===== src/rtl/codificador_bcd_serial.sv =====
// codificador_bcd_serial
//   Sequential BCD-to-binary encoder using reverse double-dabble: each clock the
//   {bcd, bin} pair is shifted right by one bit. After the shift, 3 is subtracted
//   from every BCD nibble that is >= 8. One iteration per clock, 4*DIGITS iterations
//   per conversion.
//
// Parameters
//   DIGITS  number of packed BCD digits on bcd_in (>= 1)
//   BIN_W   width of bin_out (>= ceil(log2(10**DIGITS)), <= 4*DIGITS)
//
// Ports
//   clk      rising-edge clock
//   rst_n    asynchronous active-low reset
//   start    conversion request, sampled only while idle
//   bcd_in   packed BCD, digit 0 in [3:0]; only sampled on the accepting edge
//   busy     high from the accepting edge until the result is presented
//   valid    one-cycle pulse; bin_out and err are meaningful while high
//   bin_out  binary result, held until the next result
//   err      invalid-digit flag (always 0 unless BCD_DIGIT_CHECK_EN is defined)
//
// Configuration
//   BCD_DIGIT_CHECK_EN  when defined, a request carrying any nibble > 9 bypasses
//                       the conversion: it returns bin_out=0 with err=1 one edge later.
module codificador_bcd_serial #(
  parameter int unsigned DIGITS = 2,
  parameter int unsigned BIN_W  = 7
) (
  input  logic                  clk,
  input  logic                  rst_n,
  input  logic                  start,
  input  logic [4*DIGITS-1:0]   bcd_in,
  output logic                  busy,
  output logic                  valid,
  output logic [BIN_W-1:0]      bin_out,
  output logic                  err
);

  localparam int unsigned NBits = 4 * DIGITS;
  localparam int unsigned CntW  = $clog2(NBits);

  typedef enum logic [1:0] {StIdle, StShift, StDone} state_e;

  state_e            state_q;
  logic [NBits-1:0]  bcd_q;
  logic [NBits-1:0]  bin_q;
  logic [CntW-1:0]   cnt_q;
  logic [NBits-1:0]  bcd_shift;
  logic [NBits-1:0]  bin_shift;
  logic              last_iter;

  assign last_iter = (cnt_q == CntW'(NBits - 1));

  // One reverse double-dabble step on {bcd_q, bin_q}.
  always_comb begin
    bin_shift = {bcd_q[0], bin_q[NBits-1:1]};
    bcd_shift = bcd_q >> 1;
    for (int unsigned i = 0; i < DIGITS; i++) begin
      if (bcd_shift[4*i +: 4] >= 4'd8) begin
        bcd_shift[4*i +: 4] = bcd_shift[4*i +: 4] - 4'd3;
      end
    end
  end

  // Bits of the working register above BIN_W are dropped without an overflow flag.
  if (BIN_W < NBits) begin : g_trunc
    logic unused_hi;
    assign unused_hi = ^bin_shift[NBits-1:BIN_W];
  end

`ifdef BCD_DIGIT_CHECK_EN
  logic bad_digit;
  always_comb begin
    bad_digit = 1'b0;
    for (int unsigned i = 0; i < DIGITS; i++) begin
      if (bcd_in[4*i +: 4] > 4'd9) bad_digit = 1'b1;
    end
  end
`endif

  always_ff @(posedge clk or negedge rst_n) begin
    if (!rst_n) begin
      state_q <= StIdle;
      bcd_q   <= '0;
      bin_q   <= '0;
      cnt_q   <= '0;
      busy    <= 1'b0;
      valid   <= 1'b0;
      bin_out <= '0;
`ifdef BCD_DIGIT_CHECK_EN
      err     <= 1'b0;
`endif
    end else begin
      unique case (state_q)
        StIdle: begin
          if (start) begin
`ifdef BCD_DIGIT_CHECK_EN
            if (bad_digit) begin
              // Reject without converting; busy is never raised.
              bin_out <= '0;
              err     <= 1'b1;
              valid   <= 1'b1;
              state_q <= StDone;
            end else
`endif
            begin
              bcd_q   <= bcd_in;
              bin_q   <= '0;
              cnt_q   <= '0;
              busy    <= 1'b1;
              state_q <= StShift;
            end
          end
        end
        StShift: begin
          bcd_q <= bcd_shift;
          bin_q <= bin_shift;
          cnt_q <= cnt_q + CntW'(1);
          if (last_iter) begin
            bin_out <= bin_shift[BIN_W-1:0];
            valid   <= 1'b1;
            busy    <= 1'b0;
`ifdef BCD_DIGIT_CHECK_EN
            err     <= 1'b0;
`endif
            state_q <= StDone;
          end
        end
        StDone: begin
          valid   <= 1'b0;
          state_q <= StIdle;
        end
        default: state_q <= StIdle;
      endcase
    end
  end

`ifndef BCD_DIGIT_CHECK_EN
  assign err = 1'b0;
`endif

endmodule


===== config.mk =====
export PLATFORM = sky130hd
export DESIGN_NAME = codificador_bcd_serial
export DESIGN_NICKNAME = d
export VERILOG_FILES = /design/src/rtl/codificador_bcd_serial.sv
export SDC_FILE = /design/constraint.sdc
export NUM_CORES = 1
export LEC_CHECK = 0
export CAP_MARGIN = 0
export CELL_PAD_IN_SITES_DETAIL_PLACEMENT = 0
export CELL_PAD_IN_SITES_GLOBAL_PLACEMENT = 1
export CORE_MARGIN = 3
export CORE_UTILIZATION = 29
export CTS_BUF_LIST = sky130_fd_sc_hd__clkbuf_8
export DETAILED_ROUTE_END_ITERATION = 6
export GPL_ROUTABILITY_DRIVEN = 0
export PLACE_DENSITY_LB_ADDON = 0.05
export SLEW_MARGIN = 20
export SYNTH_ARGS = -nofsm -noshare
export SYNTH_HDL_FRONTEND = slang
export SYNTH_SLANG_ARGS = --single-unit

===== constraint.sdc =====
create_clock -name clk -period 1.9 [get_ports clk]
set_input_delay 0.38 -clock clk [delete_from_list [all_inputs] [get_ports clk]]
set_output_delay 0.38 -clock clk [all_outputs]
set_load 0.03 [all_outputs]

; Yosys cells after proc, flatten, opt, wreduce, memory -nomap -nowiden
; Index checks and enable logic that the tools add are counted.
; W data, S select, Z words.
[totals]
ff_bits = 30
in_bits = 11
out_inout_bits = 10
wordCells = 41
[classes]
n_addsub = 3
order_cmp = 2
n_eq_ne = 5
mux = 16
reduce_logical = 8
[ops]
columns = cell, count
row1 = $pmux W8 S2, 2
row2 = $mux W8, 2
row3 = $mux W4, 2
row4 = $reduce_and A2 Y1, 4
row5 = $pmux W3 S2, 1
row6 = $ge A3 B4 Y1 const B, 1
row7 = $ge A4 B4 Y1 const B, 1
row8 = $mux W2, 2
row9 = $ne A2 B2 Y1 const B, 2
row10 = $pmux W1 S2, 2
row11 = $pmux W2 S2, 1
row12 = $reduce_bool A2 Y1, 2
row13 = $sub A3 B2 Y4 const B, 1
row14 = $sub A4 B2 Y4 const B, 1
row15 = $add A3 B1 Y3 const B, 1
row16 = $eq A3 B3 Y1 const B, 1
row17 = $mux W1, 3
row18 = $mux W3, 1
row19 = $reduce_and A3 Y1, 1
row20 = $eq A2 B1 Y1 const B, 1
row21 = $eq A2 B2 Y1 const B, 1
row22 = $logic_not A2 Y1, 1

; Depth between registers and ports, before layout
[logic_depth]
ltp_word = 3
ltp_mapped = 5
depth_no_buf = 5

; Worst setup path before layout
; Ideal clock, no wire load.
[synth_path]
kind = register to register
start = reg cnt_q[0]
end = reg bin_out[0]
setup_time_ps = 125
t_arrival_ps = 1215
t_required_ps = 1775
slack_ps = 560
path_stages_with_launch = 5
n_path_buf = 0
period_less_slack_ps = 1340
path_cell_list = dfrtp_1 -> ha_1 -> ha_1 -> nand2_8 -> mux2_4
[synth_via]
elab_chain_cells = 2
[synth_lines]
columns = item, line_no
row1 = from (decl), 46  ; logic [CntW-1:0] cnt_q;
row2 = from (signal assigned), 117  ; cnt_q <= cnt_q + CntW'(1);
row3 = $eq A3 B3 Y1, 51  ; assign last_iter = (cnt_q == CntW'(NBits - 1));
row4 = $reduce_and A2 Y1 (no line), -
row5 = to (signal assigned), 119  ; bin_out <= bin_shift[BIN_W-1:0];
row6 = to (decl), 34  ; output logic [BIN_W-1:0] bin_out,
; Every way passes these cells.
; A chain may end at the register's enable or synchronous reset.

; Worst setup path after layout
[layout_path]
start = reg busy
end = out busy
[layout_rtl]
columns = item, line_no
row1 = from (decl), 32  ; output logic busy,
row2 = from (signal assigned), 86  ; busy <= 1'b0;
row3 = from (signal assigned), 109  ; busy <= 1'b1;
row4 = from (signal assigned), 121  ; busy <= 1'b0;
; No word-level cell between the ends.

==> run_summary.xml <==
<?xml version="1.0" encoding="UTF-8"?>
<metrics>
  <group name="power_and_ir_drop">
    <metric name="p_per_area" unit="mW/mm^2">1660</metric>
    <metric name="seq_power_share" unit="%">37.9</metric>
    <metric name="power_leakage" unit="uW">0.000819</metric>
    <metric name="combPwrFrac" unit="%">42.1</metric>
    <metric name="ir_drop" unit="uV">814</metric>
    <metric name="p_int" unit="uW">1830</metric>
    <metric name="p_sw_share" unit="%">35.2</metric>
    <metric name="switching_power" unit="uW">993</metric>
    <metric name="share_clk_of_total_power" unit="%">20.0</metric>
  </group>
  <group name="worst_setup_path">
    <metric name="cp-start-kind" unit="">flop</metric>
    <metric name="worstPathCellList" unit="">clkdlybuf4s50_1</metric>
    <metric name="slowest_stage" unit="">sky130_fd_sc_hd__clkdlybuf4s50_1</metric>
    <metric name="worst-endpoint-required" unit="ns">1.52</metric>
    <metric name="critical-path-max-stage-delay" unit="ns">0.68</metric>
    <metric name="critical_path_class" unit="">flop to output pin</metric>
    <metric name="timing.critical_path.to_type" unit="">output pin</metric>
    <metric name="worstPathArrival" unit="ns">1.32</metric>
    <metric name="critical_path.top_delay_family" unit="">buffers and inverters</metric>
    <metric name="critical_path_buf_inv_count" unit="">1</metric>
    <metric name="critPathMaxFanout" unit="">3</metric>
  </group>
  <group name="global_routing">
    <metric name="largest_net_degree_at_the_start_of_global_routing" unit="">30</metric>
    <metric name="gr-usage-met3" unit="%">3.34</metric>
    <metric name="grt_remaining_overflow" unit="">0</metric>
    <metric name="global_route.usage.met2" unit="%">13.3</metric>
    <metric name="grt_antenna_before_repair" unit="">0</metric>
    <metric name="globalRoute.busiestLayer" unit="">met1</metric>
    <metric name="number_of_global_route_vias_before_repair" unit="">810</metric>
    <metric name="wire_length_of_the_first_global_routing_pass" unit="um">4140</metric>
    <metric name="track_usage" unit="%">10.1</metric>
    <metric name="grt_util_met1" unit="%">15.2</metric>
  </group>
  <group name="hold_path">
    <metric name="worstHoldPathType" unit="">primary input to async pin</metric>
  </group>
  <group name="clocking">
    <metric name="max-clock-path-buffers" unit="">2</metric>
    <metric name="holdBufCountCts" unit="">0</metric>
    <metric name="cts.sink_count" unit="">29</metric>
    <metric name="clkTransAtPathRegs" unit="ns">0.07</metric>
    <metric name="worstSkewPairLatency" unit="ns">0.28</metric>
    <metric name="clock_tree.htree_level_count" unit="">2</metric>
    <metric name="postCtsResizedCells" unit="">0</metric>
    <metric name="cts-root-buf" unit="">sky130_fd_sc_hd__clkbuf_8</metric>
    <metric name="post-cts-setup-buffers" unit="">0</metric>
    <metric name="tritoncts_clock_tree" unit="">done</metric>
    <metric name="inserted_clock_buffers" unit="">5</metric>
  </group>
  <group name="sta">
    <metric name="final-hold-violation-count" unit="">0</metric>
    <metric name="final-setup-viol-count" unit="">0</metric>
    <metric name="post-route-worst-setup-slack" unit="ns">0.195</metric>
    <metric name="slew_viol_final" unit="">0</metric>
    <metric name="min_period" unit="ns">1.70</metric>
    <metric name="rsz0062_at_grt" unit="">no</metric>
    <metric name="fin_worst_skew" unit="ns">0.00755</metric>
    <metric name="totalNegativeSetupSlack" unit="ns">0</metric>
    <metric name="layout_worst_path_cycle_share" unit="%">89.7</metric>
    <metric name="max_clock_freq" unit="MHz">587</metric>
  </group>
  <group name="cells_and_area">
    <metric name="layout-drive-gt1-share" unit="%">20.0</metric>
    <metric name="layout-area-overhead-vs-synth" unit="%">24.5</metric>
    <metric name="finish.net_count" unit="">149</metric>
    <metric name="area.sequential" unit="um^2">726</metric>
    <metric name="area_of_the_multi_input_gates" unit="um^2">551</metric>
    <metric name="final_util" unit="%">38.3</metric>
    <metric name="antennaDiodeCount" unit="">0</metric>
    <metric name="n_fill_cell" unit="">447</metric>
  </group>
  <group name="routing">
    <metric name="postRouteWirelength" unit="um">2590</metric>
    <metric name="detailedRoute.firstIterationViolations" unit="">50</metric>
    <metric name="detail_route.wl_per_cell" unit="um">13.9</metric>
    <metric name="vias_per_cell" unit="">4.58</metric>
    <metric name="route.antenna.remaining_nets" unit="">0</metric>
    <metric name="routed-via-count" unit="">857</metric>
    <metric name="drcViolationCount" unit="">0</metric>
    <metric name="detail_route.first_pass.iterations" unit="">4</metric>
  </group>
  <group name="synth">
    <metric name="compound_gate_portion_of_the_synthesized_area" unit="%">13.5</metric>
    <metric name="yosys_register_bits" unit="">29</metric>
    <metric name="number_of_nets_in_the_synthesized_netlist" unit="">125</metric>
    <metric name="synth.avg_cell_area" unit="um^2">12.4</metric>
    <metric name="synth.yosys.warnings" unit="">0</metric>
    <metric name="yosys.area_share.adder" unit="%">3.66</metric>
    <metric name="synth.cell_area" unit="mm^2">0.00137</metric>
    <metric name="post_synth_and_or_nand_nor_area_fraction" unit="%">7.88</metric>
    <metric name="ys_seq_area_share" unit="%">53.1</metric>
    <metric name="synth_xor_area_share" unit="%">1.28</metric>
    <metric name="yosys-mux-area-fraction" unit="%">13.7</metric>
    <metric name="post_synth_inst_count" unit="">110</metric>
    <metric name="netlist-cell-type-count" unit="">28</metric>
    <metric name="main_combinational_cell_family_by_area_after_synthesis" unit="">multiplexers</metric>
  </group>
  <group name="outcome">
    <metric name="outcome" unit="">finished, final reports clean</metric>
  </group>
  <group name="place">
    <metric name="detailed_place_hpwl" unit="um">1680</metric>
    <metric name="portBuffers" unit="">19</metric>
    <metric name="dpl_worst_slack" unit="ns">0.207</metric>
  </group>
  <group name="floorplanning">
    <metric name="die_height" unit="um">74.6</metric>
    <metric name="ios" unit="">21</metric>
    <metric name="die_width" unit="um">74.6</metric>
    <metric name="fp.coreArea" unit="mm^2">0.00444</metric>
    <metric name="dieArea" unit="mm^2">0.00557</metric>
    <metric name="row_count" unit="">24</metric>
    <metric name="initial_utilization" unit="%">30.7</metric>
  </group>
  <group name="job">
    <metric name="max_cap_viol_count" unit="">0</metric>
  </group>
</metrics>
==> area by class of cell <==
| type | instances | share of cell area (%) |
|---|---|---|
| Multi-Input combinational cell | 66 | 32.4 |
| Clock inverter | 1 | 0.294 |
| Sequential cell | 29 | 42.7 |
| Timing Repair Buffer | 24 | 13.4 |
| Clock buffer | 7 | 5.67 |
| Inverter | 8 | 1.77 |
| Tap cell | 52 | 3.83 |
==> layout by cell type, fill, tap and decap left out, types with 2 or more instances in the layout <==
master / netlist / routed
sky130_fd_sc_hd__a21oi_1: 4 / 4
sky130_fd_sc_hd__a22o_1: 9 / 9
sky130_fd_sc_hd__buf_4: 2 / 5
sky130_fd_sc_hd__clkbuf_8: 0 / 7
sky130_fd_sc_hd__clkdlybuf4s50_1: 0 / 19
sky130_fd_sc_hd__dfrtp_1: 29 / 29
sky130_fd_sc_hd__ha_1: 4 / 4
sky130_fd_sc_hd__inv_1: 8 / 8
sky130_fd_sc_hd__mux2_2: 2 / 2
sky130_fd_sc_hd__mux2_4: 7 / 7
sky130_fd_sc_hd__mux2i_1: 6 / 6
sky130_fd_sc_hd__nand2_1: 6 / 6
sky130_fd_sc_hd__nor2_1: 4 / 4
sky130_fd_sc_hd__nor2b_1: 4 / 4
sky130_fd_sc_hd__o21ai_0: 9 / 9
==> power by group through the flow <==
stage          sequential (uW)  clock (uW)  combinational [uW]
2_1_floorplan             1180           0                 795
3_3_place_gp              1080           0                1200
3_5_place_dp              1080           0                1200
4_1_cts                   1070         586                1210
5_1_grt                   1110         605                1310
6_report                  1070         565                1190
==> stage by stage <==
step	hold slack [ns]	cell area, um^2	power [uW]	std cells
after floorplan	0.0844	1370	1980	110
after global placement	0.476	1600	2280	179
after detailed placement	0.479	1600	2280	179
after CTS	0.497	1700	2870	187
after global routing	0.523	1700	3020	187
final	0.490	1700	2820	187
==> sequential cells by signal (all words and copies together), names as in the netlist <==
register / count
bcd_q: 8
bin_out: 7
bin_q: 7
cnt_q: 3
state_q: 2
busy: 1
valid: 1
==> routing by layer <==
metal	vias to the layer above	part of all wire [%]
li1	422	-
met1	419	52
met2	14	44
met3	2	4.1
met4	0	0.62
met5	-	0
==> kinds of logic (layout without fill, tap and decap cells) <==
kind of cell,Yosys count,in the layout
other cells,1,1
simple gates,18,18
buf+inv,15,40
xor+xnor,2,2
mux,15,15
compound gates,26,26
fa+ha+maj,4,4
flops,29,29
==> synthesized netlist by cell type, drive strengths merged <==
master   n  area (um^2)
o21bai   1         7.51
o22ai    1         6.26
ha       4         50.1
o21ai    9         45.0
dfrtp   29          726
nand2    7         42.5
mux2     9          128
mux2i    6         60.1
inv      8         30.0
nor2b    4         25.0
conb     1         3.75
a22o     9         78.8
and2b    1         10.0
nor2     4         15.0
xor2     1         8.76
o221a    1         11.3
clkbuf   1         3.75
a21oi    4         20.0
or2      1         6.26
or3b     1         8.76
buf      6         56.3
a221oi   1         15.0
xnor2    1         8.76
==> final timing paths <==
| kind | start | end | cells after the start | slack [ns] |
|---|---|---|---|---|
| max in group asynchronous | rst_n | cnt_q[0]$_DFFE_PN0P_ | 2 | 1.12 |
| min in group clk | bcd_q[6]$_DFFE_PN0P_ | bcd_q[6]$_DFFE_PN0P_ | 2 | 0.49 |
| setup reg to reg | cnt_q[0]$_DFFE_PN0P_ | bin_out[4]$_DFFE_PN0P_ | 4 | 0.48 |
| hold / removal | rst_n | bcd_q[2]$_DFFE_PN0P_ | 2 | 0.49 |
| setup / recovery | busy$_DFFE_PN0P_ | busy | 1 | 0.20 |
| hold reg to reg | bcd_q[6]$_DFFE_PN0P_ | bcd_q[6]$_DFFE_PN0P_ | 2 | 0.49 |
Power figures use the tool's default switching activity.
